## config.mk

```make
export PLATFORM = sky130hd
export DESIGN_NAME = mem_port_arbiter_flat
export DESIGN_NICKNAME = d
export VERILOG_FILES = /design/src/rtl/mem_port_arbiter_if.sv /design/src/rtl/mem_port_arbiter.sv /design/src/flat_wrapper.sv
export SDC_FILE = /design/constraint.sdc
export NUM_CORES = 1
export LEC_CHECK = 0
export ABC_AREA = 1
export BUFFER_PORTS_ARGS = -buffer_cell sky130_fd_sc_hd__buf_2
export CAP_MARGIN = 20
export CORE_MARGIN = 3
export CORE_UTILIZATION = 51
export CTS_BUF_LIST = sky130_fd_sc_hd__clkbuf_2 sky130_fd_sc_hd__clkbuf_4 sky130_fd_sc_hd__clkbuf_8
export DETAILED_ROUTE_END_ITERATION = 12
export PLACE_DENSITY = 0.87
export SYNTH_ARGS = -nofsm -noshare
export SYNTH_HDL_FRONTEND = slang
export SYNTH_SLANG_ARGS = --single-unit
```

## constraint.sdc

```tcl
create_clock -name Clk -period 4.5 [get_ports Clk]
set_input_delay 0.45 -clock Clk [delete_from_list [all_inputs] [get_ports Clk]]
set_output_delay 0.45 -clock Clk [all_outputs]
set_load 0.01 [all_outputs]
```

## src/rtl/mem_port_arbiter_if.sv

```systemverilog
// Unified memory port bus between the F/M arbiter (master) and the memory (slave).
interface mem_port_arbiter_if #(
  parameter int ADDR_W = 32,
  parameter int DATA_W = 32
);
  logic              MemReq;
  logic              MemWe;
  logic [ADDR_W-1:0] MemAddr;
  logic [DATA_W-1:0] MemWData;
  logic              MemReady;
  logic [DATA_W-1:0] MemRData;

  modport master (
    output MemReq, MemWe, MemAddr, MemWData,
    input  MemReady, MemRData
  );

  modport slave (
    input  MemReq, MemWe, MemAddr, MemWData,
    output MemReady, MemRData
  );
endinterface

```

## src/rtl/mem_port_arbiter.sv

```systemverilog
// Arbitrates the single memory port between fetch (F) and memory stage (M), one transaction at a time.
// Optional one-entry fetch buffer enabled by defining MEM_ARB_IBUF_EN.
module mem_port_arbiter #(
  parameter int ADDR_W       = 32,
  parameter int DATA_W       = 32,
  parameter int STARVE_LIMIT = 4
) (
  input  logic               Clk,
  input  logic               ResetN,
  input  logic               IReq,
  input  logic [ADDR_W-1:0]  IAddr,
  input  logic               DReq,
  input  logic               DWe,
  input  logic [ADDR_W-1:0]  DAddr,
  input  logic [DATA_W-1:0]  DWData,
  mem_port_arbiter_if.master mem,
  output logic               IDone,
  output logic [DATA_W-1:0]  IRData,
  output logic               DDone,
  output logic [DATA_W-1:0]  DRData,
  output logic               StallFetch,
  output logic               StallMem
);

  typedef enum logic [1:0] {IDLE, IBUSY, DBUSY} state_t;

  localparam logic [3:0] LIMIT = 4'(STARVE_LIMIT);

  state_t            state, stateNext;
  logic              eReqI, eReqD;
  logic              grantI, grantD;
  logic [3:0]        starveCnt;
  logic              memWe;
  logic [ADDR_W-1:0] memAddr;
  logic [DATA_W-1:0] memWData;

  // A requester still holding its request during its own done pulse is not a new request.
  assign eReqI      = IReq & ~IDone;
  assign eReqD      = DReq & ~DDone;
  assign StallFetch = eReqI;
  assign StallMem   = eReqD;

  assign mem.MemReq   = (state != IDLE);
  assign mem.MemWe    = memWe;
  assign mem.MemAddr  = memAddr;
  assign mem.MemWData = memWData;

`ifdef MEM_ARB_IBUF_EN
  logic              bufValid;
  logic [ADDR_W-1:0] bufTag;
  logic [DATA_W-1:0] bufData;
  logic              bufHit;
  logic              ibufHit;

  assign bufHit = bufValid && (IAddr == bufTag);

  always_ff @(posedge Clk or negedge ResetN) begin
    if (!ResetN) begin
      bufValid <= 1'b0;
      bufTag   <= '0;
      bufData  <= '0;
    end else if (state == IBUSY && mem.MemReady) begin
      bufValid <= 1'b1;
      bufTag   <= memAddr;
      bufData  <= mem.MemRData;
    end else if (state == DBUSY && mem.MemReady && memWe && memAddr == bufTag) begin
      bufValid <= 1'b0;
    end
  end
`endif

  always_comb begin
    stateNext = state;
    grantI    = 1'b0;
    grantD    = 1'b0;
`ifdef MEM_ARB_IBUF_EN
    ibufHit   = 1'b0;
`endif
    case (state)
      IDLE: begin
        if (eReqD && (!eReqI || starveCnt != LIMIT)) begin
          grantD    = 1'b1;
          stateNext = DBUSY;
        end else if (eReqI) begin
`ifdef MEM_ARB_IBUF_EN
          if (bufHit) ibufHit = 1'b1;
          else
`endif
          begin
            grantI    = 1'b1;
            stateNext = IBUSY;
          end
        end
      end
      IBUSY, DBUSY: begin
        if (mem.MemReady) stateNext = IDLE;
      end
      default: stateNext = IDLE;
    endcase
  end

  always_ff @(posedge Clk or negedge ResetN) begin
    if (!ResetN) state <= IDLE;
    else         state <= stateNext;
  end

  always_ff @(posedge Clk or negedge ResetN) begin
    if (!ResetN) begin
      memWe     <= 1'b0;
      memAddr   <= '0;
      memWData  <= '0;
      IDone     <= 1'b0;
      DDone     <= 1'b0;
      IRData    <= '0;
      DRData    <= '0;
      starveCnt <= '0;
    end else begin
      IDone <= 1'b0;
      DDone <= 1'b0;
      // Bus fields are latched once at grant and held for the whole transaction.
      if (grantD) begin
        memAddr  <= DAddr;
        memWe    <= DWe;
        memWData <= DWData;
      end
      if (grantI) begin
        memAddr <= IAddr;
        memWe   <= 1'b0;
      end
      if (state == IBUSY && mem.MemReady) begin
        IRData <= mem.MemRData;
        IDone  <= 1'b1;
      end
      if (state == DBUSY && mem.MemReady) begin
        DDone <= 1'b1;
        if (!memWe) DRData <= mem.MemRData;
      end
`ifdef MEM_ARB_IBUF_EN
      if (ibufHit) begin
        IDone  <= 1'b1;
        IRData <= bufData;
      end
`endif
      if (!IReq || grantI)                     starveCnt <= '0;
      else if (grantD && starveCnt < LIMIT)    starveCnt <= starveCnt + 4'd1;
    end
  end

endmodule

```

## src/flat_wrapper.sv

```systemverilog
// flat-port wrapper written by rule: the top's interface ports become plain ports
module mem_port_arbiter_flat 
#(
  parameter int ADDR_W       = 32,
  parameter int DATA_W       = 32,
  parameter int STARVE_LIMIT = 4
)
  (Clk, ResetN, IReq, IAddr, DReq, DWe, DAddr, DWData, IDone, IRData, DDone, DRData, StallFetch, StallMem, mem_MemReq, mem_MemWe, mem_MemAddr, mem_MemWData, mem_MemReady, mem_MemRData);
  mem_port_arbiter_if #(.ADDR_W(ADDR_W), .DATA_W(DATA_W)) mem_i ();
  input  logic Clk;
  input  logic ResetN;
  input  logic IReq;
  input  logic [ADDR_W-1:0] IAddr;
  input  logic DReq;
  input  logic DWe;
  input  logic [ADDR_W-1:0] DAddr;
  input  logic [DATA_W-1:0] DWData;
  output logic IDone;
  output logic [DATA_W-1:0] IRData;
  output logic DDone;
  output logic [DATA_W-1:0] DRData;
  output logic StallFetch;
  output logic StallMem;
  output wire logic [$bits(mem_i.MemReq)-1:0] mem_MemReq;
  output wire logic [$bits(mem_i.MemWe)-1:0] mem_MemWe;
  output wire logic [$bits(mem_i.MemAddr)-1:0] mem_MemAddr;
  output wire logic [$bits(mem_i.MemWData)-1:0] mem_MemWData;
  input wire logic [$bits(mem_i.MemReady)-1:0] mem_MemReady;
  input wire logic [$bits(mem_i.MemRData)-1:0] mem_MemRData;
  assign mem_MemReq = mem_i.MemReq;
  assign mem_MemWe = mem_i.MemWe;
  assign mem_MemAddr = mem_i.MemAddr;
  assign mem_MemWData = mem_i.MemWData;
  assign mem_i.MemReady = mem_MemReady;
  assign mem_i.MemRData = mem_MemRData;
  mem_port_arbiter #(.ADDR_W(ADDR_W), .DATA_W(DATA_W), .STARVE_LIMIT(STARVE_LIMIT)) u_core (.Clk(Clk), .ResetN(ResetN), .IReq(IReq), .IAddr(IAddr), .DReq(DReq), .DWe(DWe), .DAddr(DAddr), .DWData(DWData), .mem(mem_i), .IDone(IDone), .IRData(IRData), .DDone(DDone), .DRData(DRData), .StallFetch(StallFetch), .StallMem(StallMem));
endmodule
```

; Yosys cells after proc, flatten, opt, wreduce, memory -nomap -nowiden
; Index checks and enable logic that the tools add are counted.
[classes]
eq_ne = 5
bitwise = 5
muxes = 17
reduce_logical = 15
n_addsub = 1
magnitude_cmp = 1
[ops]
columns = operator, n
row1 = 32-bit two-way mux, 2
row2 = 1-bit two-way mux, 9
row3 = 4-bit two-way mux, 2
row4 = 2-bit two-way mux, 3
row5 = 2-bit nonzero test, 3
row6 = 4-bit by 1-bit adder with 4-bit output (second input constant), 1
row7 = 1-bit logical AND, 4
row8 = 4-bit by 3-bit less-than comparator with 1-bit output (second input constant), 1
row9 = 4-bit by 3-bit != test with 1-bit output (second input constant), 1
row10 = 2-bit one-hot mux with 2 select lines, 1
row11 = 2-bit AND reduction, 2
row12 = 3-bit by 1-bit != test with 1-bit output (second input constant), 1
row13 = 1-bit inverter, 3
row14 = 1-bit bitwise AND, 2
row15 = 2-bit by 1-bit == test with 1-bit output (second input constant), 1
row16 = 2-bit == test (second input constant), 1
row17 = 1-bit zero test, 2
row18 = 2-bit zero test, 1
row19 = 1-bit logical OR, 2
row20 = 2-bit != test (second input constant), 1
row21 = 2-bit OR reduction, 1
[totals]
word_cells = 53
inputBits = 134
regBits = 137
output_inout_bits = 134

; Logic depth before layout (Yosys ltp)
; Gate-level depths: netlist of run 1.
[logic_depth]
word_depth = 10
depth_mapped = 11
depth_no_buf = 9

; Worst setup path after synthesis of run 1
; OpenSTA, ideal clock, no wires.
[synth_path]
kind = reg-to-reg
from = reg u_core.state[0]
to = reg u_core.memAddr[0], in the netlist u_core.mem.MemAddr[0]
period_less_slack_ns = 1.522
slack_ns = 2.978
n_path_buf = 2
setup_ns = 0.124
arrival_ns = 1.398
stages_incl_launch_ff = 8
t_required_ns = 4.376
cell_sequence = dfrtp_1 -> inv_1 -> ha_1 -> clkbuf_1 -> o21ai_1 -> clkbuf_1 -> nand2_1 -> nand3_1
[synth_between]
elab_chain_len = 3
word_cells_on_any_way = 5
cone_classes = mux (3) / reduce/logical (2)
[synth_rtl]
columns = item, line_no
row1 = "start, declared", mem_port_arbiter.sv:29  ; state_t state, stateNext;
row2 = "start signal, assigned", mem_port_arbiter.sv:104  ; else state <= stateNext;
row3 = 2-bit zero test (*), mem_port_arbiter.sv:79  ; case (state)
row4 = 1-bit two-way mux, mem_port_arbiter.sv:79
row5 = 32-bit two-way mux / 2-bit nonzero test (equally long branches), -
row6 = "end signal, assigned", mem_port_arbiter.sv:122  ; memAddr <= DAddr;
row7 = "end signal, assigned", mem_port_arbiter.sv:127  ; memAddr <= IAddr;
row8 = "end, declared", mem_port_arbiter.sv:34  ; logic [ADDR_W-1:0] memAddr;
; Mark *: on every way between the ends. The rest lies on a longest branch, timed or not.
; A chain may end at the register's enable or synchronous reset.

; Worst setup path after layout of run 1
[layout_path]
from = reg u_core.starveCnt[0]
to = reg u_core.memAddr[27], in the netlist u_core.mem.MemAddr[27]
[layout_between]
elab_chain_len = 6
word_cells_on_any_way = 9
cone_classes = eq/ne (1) / mux (5) / reduce/logical (3)
[layout_rtl]
columns = item, line_no
row1 = "start, declared", mem_port_arbiter.sv:32  ; logic [3:0] starveCnt;
row2 = "start signal, assigned", mem_port_arbiter.sv:145  ; else if (grantD && starveCnt < LIMIT) starveCnt <= starveCnt + 4'd1;
row3 = 4-bit by 3-bit != test with 1-bit output (*), mem_port_arbiter.sv:81  ; if (eReqD && (!eReqI || starveCnt != LIMIT)) begin
row4 = 1-bit logical OR (*), mem_port_arbiter.sv:81
row5 = 1-bit logical AND (*), mem_port_arbiter.sv:81
row6 = 1-bit two-way mux, mem_port_arbiter.sv:81
row7 = 1-bit two-way mux, mem_port_arbiter.sv:79
row8 = 32-bit two-way mux / 2-bit nonzero test (equally long branches), -
; Marked as above.

==> load_flow_metrics.sql, run 1 <==
INSERT INTO impl_metrics (metric_group, metric, value, unit) VALUES
('global_routing', 'global_route_wire_length_before_repair', '22370', 'µm'),
('timing', 'fin_crit_sh', '0.5219', ''),
('setup_path', 'r2r_setup_slk', '2.15', 'ns'),
('pwr', 'sw_frac', '0.3960', ''),
('global_routing', 'grt.met2_usage', '0.4041', ''),
('timing', 'setup_total_negative_slack', '0', 'ns'),
('timing', 'slew_headroom', '0.2982', ''),
('clock_tree', 'cts_max_path_buffers', '2', ''),
('yosys', 'post_syn_area', '0.005488', 'mm²'),
('yosys', 'synth_edf_count', '0', ''),
('detailed_routing', 'ant_nets', '0', ''),
('floorplan', 'die_height', '109.7', 'µm'),
('global_routing', 'first_global_vias', '4693', ''),
('yosys', 'ys_ff_latch', '137', ''),
('setup_path', 'crit_path_slowest_cell', 'sky130_fd_sc_hd__inv_2', ''),
('pwr', 'p_leak', '4.233', 'nW'),
('clock_tree', 'cts.reportedPaths.clkPinSlew', '0.08', 'ns'),
('pwr', 'comb_power_share', '0.388', ''),
('setup_path', 'cp_data_arrival_time', '2.70', 'ns'),
('setup_path', 'worstSetupEndpointType', 'flip-flop', ''),
('clock_tree', 'cts_hold_buf', '0', ''),
('setup_path', 'crit_top_cell', 'sky130_fd_sc_hd__nand3_1', ''),
('cells_and_area', 'insertedDiodeCount', '0', ''),
('yosys', 'yosys.area.top_type_share', '0.6247', ''),
('placement', 'post-dp-hpwl', '10590', 'µm'),
('placement', 'numPortBuffers', '267', ''),
('floorplan', 'die_w', '109.7', 'µm'),
('global_routing', 'grt_use_met3', '0.08925', ''),
('timing', 'worst_clock_skew', '0.02455', 'ns'),
('yosys', 'yosysWarnings', '0', ''),
('clock_tree', 'clock_tree_from_tritoncts', 'done', ''),
('outcome', 'status', 'completed', ''),
('timing', 'final_critical_path_setup_slack', '2.152', 'ns'),
('setup_path', 'cpPeakStageDelay', '0.82', 'ns'),
('yosys', 'synth_flop_cell', 'sky130_fd_sc_hd__dfrtp_1', ''),
('detailed_routing', 'route.detailed.vias_per_inst', '4.877', ''),
('timing', 'finalWorstPathRequiredPeriod', '2.349', 'ns'),
('yosys', 'postSynth.asyncResetShare', '1.000', ''),
('floorplan', 'row_count', '37', ''),
('global_routing', 'use_met1', '0.2883', ''),
('detailed_routing', 'post-route-drc-count', '0', ''),
('pwr', 'clock_power_share', '0.198', ''),
('timing', 'hold-worst-slack', '0.09369', 'ns'),
('yosys', 'postSynthNetCount', '757', ''),
('cells_and_area', 'final_nets', '1014', ''),
('cells_and_area', 'layout_area_growth_over_synthesis', '32.33', '%'),
('timing', 'final_max_slew_viol_count', '0', ''),
('clock_tree', 'cts-root-buf', 'sky130_fd_sc_hd__clkbuf_8', ''),
('global_routing', 'grt_antenna_before_repair', '0', ''),
('setup_path', 'worstPathBufferInverterCount', '2', ''),
('yosys', 'synth-seq-area-share', '0.6247', ''),
('placement', 'gpl.final_weighted_congestion', '0.7669', ''),
('detailed_routing', 'drtPass1Iterations', '4', ''),
('floorplan', 'start_util', '0.5268', ''),
('timing', 'final-hold-violation-count', '0', ''),
('pwr', 'cellPowerDensity', '702.4', 'mW/mm²'),
('global_routing', 'gr-usage-all-layers', '0.2406', ''),
('pwr', 'net-switching-power', '0.002020', 'W'),
('setup_path', 'critical_path.max_fanout', '65', ''),
('global_routing', 'grt_start_max_net_pins', '109', ''),
('setup_path', 'startpoint_type', 'flip-flop', ''),
('clock_tree', 'post-cts-setup-buffer-count', '0', ''),
('worst_hold_path', 'worst_min_delay_path_category', 'input port to async pin', ''),
('yosys', 'ys_top_cells_by_area', 'sky130_fd_sc_hd__dfrtp_1 62%, sky130_fd_sc_hd__nand2_1 19%, sky130_fd_sc_hd__o21ai_0 4.8%', ''),
('timing', 'setup-violations-final', '0', ''),
('detailed_routing', 'detail_route.wirelength', '14790', 'µm'),
('clock_tree', 'h-tree-depth', '4', ''),
('timing', 'rsz0062_at_grt', 'no', ''),
('timing', 'timing_worst_slew_pin_value', '1.053', 'ns'),
('setup_path', 'timing.setup.critical_path_class', 'flip-flop to flip-flop', ''),
('timing', 'timing.fmax', '0.4258', 'GHz');
==> path summary, 6_finish.rpt <==
| path | from | to | cells after the start |
|---|---|---|---|
| hold / removal | ResetN | u_core.mem.MemAddr[19]$_DFFE_PN0P_ | 1 |
| setup reg to reg | u_core.starveCnt[0]$_DFFE_PN0P_ | u_core.mem.MemAddr[27]$_DFFE_PN0P_ | 9 |
| setup / recovery | u_core.starveCnt[0]$_DFFE_PN0P_ | u_core.mem.MemAddr[27]$_DFFE_PN0P_ | 9 |
| min in group Clk | DWData[28] | u_core.mem.MemWData[28]$_DFFE_PN0P_ | 3 |
| max in group asynchronous | ResetN | u_core.DRData[8]$_DFFE_PN0P_ | 2 |
| hold reg to reg | u_core.mem.MemWData[0]$_DFFE_PN0P_ | u_core.mem.MemWData[0]$_DFFE_PN0P_ | 2 |
==> stage by stage <==
step	power [W]	util	area, µm²	instances
CTS	0.005146	0.6972	7262	1024
detailed placement	0.004118	0.6590	6864	992
global route	0.005486	0.6972	7262	1024
finish	0.005101	0.6972	7262	1024
floorplan	0.003237	-	5488	618
global placement	0.004039	0.6590	6864	992
==> registers in the layout (all words and copies together), names as in the netlist <==
signal,flops
u_core.mem.MemWData,32
u_core.mem.MemWe,1
u_core.mem.MemAddr,32
u_core.starveCnt,4
u_core.DDone,1
u_core.IDone,1
u_core.DRData,32
u_core.state,2
u_core.IRData,32
==> cell usage in the layout, fill, tap and decap left out <==
cell,netlist,final
sky130_fd_sc_hd__clkbuf_4,0,1
sky130_fd_sc_hd__o21bai_1,1,1
sky130_fd_sc_hd__nand2_2,0,1
sky130_fd_sc_hd__nand4_1,4,4
sky130_fd_sc_hd__inv_1,49,49
sky130_fd_sc_hd__buf_4,3,2
sky130_fd_sc_hd__or2_2,0,1
sky130_fd_sc_hd__nand2_4,1,1
sky130_fd_sc_hd__dfrtp_1,137,137
sky130_fd_sc_hd__clkinv_2,0,3
sky130_fd_sc_hd__o21ai_2,0,1
sky130_fd_sc_hd__nor2_1,7,7
sky130_fd_sc_hd__buf_6,3,1
sky130_fd_sc_hd__bufinv_16,0,2
sky130_fd_sc_hd__nor2_4,2,2
sky130_fd_sc_hd__inv_2,3,3
sky130_fd_sc_hd__nand2_1,273,272
sky130_fd_sc_hd__clkinvlp_4,0,2
sky130_fd_sc_hd__inv_6,0,3
sky130_fd_sc_hd__a21oi_1,1,1
sky130_fd_sc_hd__nand3_1,35,35
sky130_fd_sc_hd__ha_1,5,5
sky130_fd_sc_hd__buf_2,6,266
sky130_fd_sc_hd__o21ai_1,15,14
sky130_fd_sc_hd__o21ai_0,53,53
sky130_fd_sc_hd__clkinv_4,0,3
sky130_fd_sc_hd__clkbuf_8,0,18
==> metal layers <==
metal / up-vias / wire (µm)
met5: - / 0
met4: 0 / 276
met3: 30 / 1512
met2: 229 / 7266
met1: 2305 / 5733
li1: 2430 / -
==> Yosys cell counts, types with 2 or more instances <==
cell and n:
sky130_fd_sc_hd__buf_6 3, sky130_fd_sc_hd__nor2_4 2, sky130_fd_sc_hd__clkbuf_1 19, sky130_fd_sc_hd__inv_2 3, sky130_fd_sc_hd__buf_4 3, sky130_fd_sc_hd__buf_2 6, sky130_fd_sc_hd__dfrtp_1 137, sky130_fd_sc_hd__nor2_1 7
sky130_fd_sc_hd__ha_1 5, sky130_fd_sc_hd__nand2_1 273, sky130_fd_sc_hd__nand4_1 4, sky130_fd_sc_hd__o21ai_0 53, sky130_fd_sc_hd__nand3_1 35, sky130_fd_sc_hd__o21ai_1 15, sky130_fd_sc_hd__inv_1 49
==> power groups by stage <==
stage,registers [W],clock network [W],logic [W]
finish,0.00211,0.00101,0.00198
global route,0.00217,0.00109,0.00222
CTS,0.00210,0.00103,0.00202
detailed placement,0.00211,0,0.00201
global placement,0.00211,0,0.00193
floorplan,0.00236,0,0.000873
==> cells by family after synthesis <==
logic type	count (synthesis)	synth area share
AO/OA/AOI/OAI	70	0.06429
AND/OR/NAND/NOR	323	0.2353
buffers and inverters	83	0.06430
adder cells (fa/ha/maj)	5	0.01140
flip-flops	137	0.6247
==> cell type report <==
class | instances | area, µm²
Timing Repair Buffer | 269 | 1358
Fill cell | 829 | 3154
Sequential cell | 137 | 3428
Clock inverter | 13 | 142.6
Tap cell | 136 | 170.2
Clock buffer | 19 | 255.2
Inverter | 52 | 195.2
Multi-Input combinational cell | 398 | 1713
==> worst reg2reg max path, stage by stage (launching register included) <==
cell and delay (ns):
sky130_fd_sc_hd__dfrtp_1 0.38, sky130_fd_sc_hd__inv_1 0.07, sky130_fd_sc_hd__ha_1 0.21, sky130_fd_sc_hd__nand3_1 0.10
sky130_fd_sc_hd__nor2_1 0.08, sky130_fd_sc_hd__nor2_4 0.11, sky130_fd_sc_hd__nand2_4 0.21, sky130_fd_sc_hd__inv_2 0.84
sky130_fd_sc_hd__nand2_1 0.18, sky130_fd_sc_hd__nand3_1 0.12
Note: power is estimated with default switching activity, not from simulation.
==> run 2: changes to the inputs <==
--- a/config.mk
+++ b/config.mk
@@ -9,10 +9,10 @@
 export BUFFER_PORTS_ARGS = -buffer_cell sky130_fd_sc_hd__buf_2
 export CAP_MARGIN = 20
 export CORE_MARGIN = 3
-export CORE_UTILIZATION = 51
+export CORE_UTILIZATION = 48
 export CTS_BUF_LIST = sky130_fd_sc_hd__clkbuf_2 sky130_fd_sc_hd__clkbuf_4 sky130_fd_sc_hd__clkbuf_8
 export DETAILED_ROUTE_END_ITERATION = 12
-export PLACE_DENSITY = 0.87
+export PLACE_DENSITY = 0.83
 export SYNTH_ARGS = -nofsm -noshare
 export SYNTH_HDL_FRONTEND = slang
 export SYNTH_SLANG_ARGS = --single-unit
==> constraint.sdc (replaced) <==
create_clock -name Clk -period 2.25 [get_ports Clk]
set_input_delay 0.225 -clock Clk [delete_from_list [all_inputs] [get_ports Clk]]
set_output_delay 0.225 -clock Clk [all_outputs]
set_load 0.01 [all_outputs]
==> load_flow_metrics.sql, run 2 (synthesis gave the netlist of run 1 again) <==
INSERT INTO impl_metrics (metric_group, metric, value, unit) VALUES
('setup_path', 'count_of_cells_along_the_worst_register_to_register_path', '10', ''),
('global_routing', 'grt_start_max_net_pins', '60', ''),
('pwr', 'comb_power_share', '0.429', ''),
('worst_hold_path', 'min_path_cells', '3', ''),
('timing', 'setup-violations-final', '0', ''),
('pwr', 'seq_power_share', '0.388', ''),
('timing', 'finalWorstPathRequiredPeriod', '2.134', 'ns'),
('floorplan', 'floorplan.core_area', '0.01098', 'mm²'),
('setup_path', 'worstSetupEndpointType', 'flip-flop', ''),
('timing', 'worst_clock_skew', '0.01846', 'ns'),
('timing', 'slew_headroom', '0.6242', ''),
('clock_tree', 'clk-insertion-delay-late', '0.45', 'ns'),
('cells_and_area', 'final_nets', '1100', ''),
('detailed_routing', 'vias', '5683', ''),
('floorplan', 'start_util', '0.4997', ''),
('placement', 'post-dp-hpwl', '10850', 'µm'),
('pwr', 'p_leak', '4.633', 'nW'),
('floorplan', 'row_count', '38', ''),
('pwr', 'design_power_total', '0.01096', 'W'),
('pwr', 'cellPowerDensity', '1335', 'mW/mm²'),
('setup_path', 'r2r_setup_slk', '0.12', 'ns'),
('detailed_routing', 'met3RoutedLength', '1797', 'µm'),
('clock_tree', 'h-tree-depth', '4', ''),
('pwr', 'p_int', '0.006601', 'W'),
('setup_path', 'cp_data_arrival_time', '2.50', 'ns'),
('clock_tree', 'cts_max_path_buffers', '2', ''),
('setup_path', 'startpoint_type', 'flip-flop', ''),
('placement', 'numPortBuffers', '267', ''),
('setup_path', 'r2r-start', 'u_core.starveCnt[0]$_DFFE_PN0P_', ''),
('placement', 'placed_cell_area', '0.006979', 'mm²'),
('timing', 'final_max_slew_viol_count', '0', ''),
('global_routing', 'grt_antenna_before_repair', '0', ''),
('timing', 'timing_worst_slew_pin_value', '0.5638', 'ns'),
('timing', 'fin_crit_sh', '0.9486', ''),
('detailed_routing', 'drtIter0Drc', '498', ''),
('worst_hold_path', 'holdCritStartpoint', 'IAddr[28]', ''),
('flow_run', 'timing.max_cap.violations', '0', ''),
('outcome', 'status', 'completed', ''),
('cells_and_area', 'drive_gt1_frac', '0.3320', ''),
('detailed_routing', 'wl_met2', '9153', 'µm'),
('timing', 'timing.fmax', '0.4686', 'GHz'),
('global_routing', 'gr-usage-all-layers', '0.2890', ''),
('floorplan', 'num_io_pins', '268', ''),
('detailed_routing', 'detail_route.wirelength', '18500', 'µm'),
('setup_path', 'crit-reg2reg-capture', 'u_core.mem.MemAddr[24]$_DFFE_PN0P_', ''),
('clock_tree', 'cts_made_buffers', '17', ''),
('detailed_routing', 'post-route-drc-count', '0', ''),
('detailed_routing', 'drtPass1Iterations', '5', ''),
('cells_and_area', 'insertedDiodeCount', '0', ''),
('cells_and_area', 'fin_area', '0.008208', 'mm²'),
('setup_path', 'worst_ep_required_time', '2.62', 'ns'),
('detailed_routing', 'route.detailed.vias_per_inst', '5.106', ''),
('global_routing', 'first_global_vias', '5804', ''),
('global_routing', 'global_route_wire_length_before_repair', '29030', 'µm'),
('clock_tree', 'cts-root-buf', 'sky130_fd_sc_hd__clkbuf_8', ''),
('setup_path', 'timing.setup.critical_path_class', 'flip-flop to flip-flop', ''),
('timing', 'hold-worst-slack', '0.01926', 'ns'),
('floorplan', 'die_height', '112.9', 'µm'),
('cells_and_area', 'layout_commonest_cell', 'sky130_fd_sc_hd__nand2_1', ''),
('detailed_routing', 'avgRoutedWirePerCell', '16.62', 'µm'),
('floorplan', 'die_w', '112.9', 'µm'),
('pwr', 'clock_power_share', '0.183', ''),
('pwr', 'ir_worst_vdd', '935.3', 'µV'),
('clock_tree', 'tritoncts_num_sinks', '137', ''),
('placement', 'gpl.final_weighted_congestion', '0.8465', ''),
('cells_and_area', 'final_cell_mix', '271 x sky130_fd_sc_hd__nand2_1, 266 x sky130_fd_sc_hd__buf_2, 137 x sky130_fd_sc_hd__dfrtp_1', ''),
('detailed_routing', 'drt-met1-wl', '6555', 'µm'),
('global_routing', 'grt_overflow', '0', ''),
('clock_tree', 'clock_tree_from_tritoncts', 'done', ''),
('worst_hold_path', 'worst_min_delay_path_category', 'input port to flip-flop', ''),
('worst_hold_path', 'hold-path-endpoint', 'u_core.mem.MemAddr[28]$_DFFE_PN0P_', ''),
('clock_tree', 'cts.reportedPaths.clkPinSlew', '0.08', 'ns'),
('detailed_routing', 'ant_nets', '0', ''),
('timing', 'final-hold-violation-count', '0', ''),
('detailed_routing', 'topRoutingLayerUsed', 'met4', ''),
('pwr', 'sw_frac', '0.3975', ''),
('floorplan', 'floorplan.die_area', '0.01275', 'mm²'),
('cells_and_area', 'layout_area_growth_over_synthesis', '49.57', '%'),
('setup_path', 'critical_path.max_fanout', '16', ''),
('pwr', 'net-switching-power', '0.004355', 'W');
[run 2: power by group through the flow]
stage	clock network [W]	logic (W)	registers (W)
final	0.00201	0.00470	0.00425
after global routing	0.00216	0.00518	0.00438
after CTS	0.00203	0.00445	0.00418
after detailed placement	0	0.00412	0.00420
after global placement	0	0.00400	0.00417
after floorplan	0	0.00175	0.00473
[run 2: worst max-delay path by stage]
stage	startpoint	to	slack (ns)	cells after the start
after floorplan	u_core.state[0]$_DFFE_PN0P_	u_core.mem.MemAddr[0]$_DFFE_PN0P_	0.73	7
after global placement	u_core.state[0]$_DFFE_PN0P_	u_core.mem.MemAddr[18]$_DFFE_PN0P_	0.56	7
after detailed placement	u_core.state[1]$_DFFE_PN0P_	u_core.mem.MemAddr[18]$_DFFE_PN0P_	0.57	7
after CTS	u_core.state[0]$_DFFE_PN0P_	u_core.mem.MemAddr[29]$_DFFE_PN0P_	0.03	8
after global routing	u_core.starveCnt[0]$_DFFE_PN0P_	u_core.mem.MemAddr[30]$_DFFE_PN0P_	-0.01	10
final	u_core.starveCnt[0]$_DFFE_PN0P_	u_core.mem.MemAddr[24]$_DFFE_PN0P_	0.12	10
[run 2: cell type report]
| type | instances | area, µm² |
|---|---|---|
| inverter | 52 | 195.2 |
| timing repair buffer | 355 | 2290 |
| tap | 140 | 175.2 |
| multi-input combinational | 398 | 1728 |
| clock inverter | 11 | 122.6 |
| fill | 738 | 2775 |
| sequential | 137 | 3428 |
| clock buffer | 20 | 269.0 |
[run 2: critical path: stages, from the launching register on]
cell and delay (ns):
sky130_fd_sc_hd__dfrtp_1 0.41, sky130_fd_sc_hd__inv_1 0.08, sky130_fd_sc_hd__ha_1 0.16, sky130_fd_sc_hd__nand3_1 0.11, sky130_fd_sc_hd__a21oi_1 0.19, sky130_fd_sc_hd__nand2_2 0.11
sky130_fd_sc_hd__inv_2 0.10, sky130_fd_sc_hd__buf_12 0.16, sky130_fd_sc_hd__nand2_1 0.07, sky130_fd_sc_hd__nand3_1 0.08, sky130_fd_sc_hd__dlygate4sd3_1 0.58
[run 2: timing repair]
item	in CTS	in global routing
gates resized for setup	0	12
hold endpoints to repair	117	0
hold buffers	76	0
setup endpoints to repair	0	15
setup buffers	0	1
[run 2: metrics by stage]
step	util	instances	setup slack (ns)	TNS, ns
finish	0.7473	1113	0.1158	0
detailed placement	0.6355	1004	0.5656	0
global placement	0.6355	1004	0.5551	0
floorplan	-	618	0.7280	0
global route	0.7473	1113	-0.01421	-0.02556
CTS	0.7404	1111	0.03443	0
[run 2: routing by layer]
| layer | GRT usage | vias up |
|---|---|---|
| met2 | 0.4862 | 379 |
| met4 | 0.1659 | 0 |
| met5 | 0 | - |
| li1 | - | 2594 |
| met3 | 0.08930 | 82 |
| met1 | 0.3255 | 2628 |
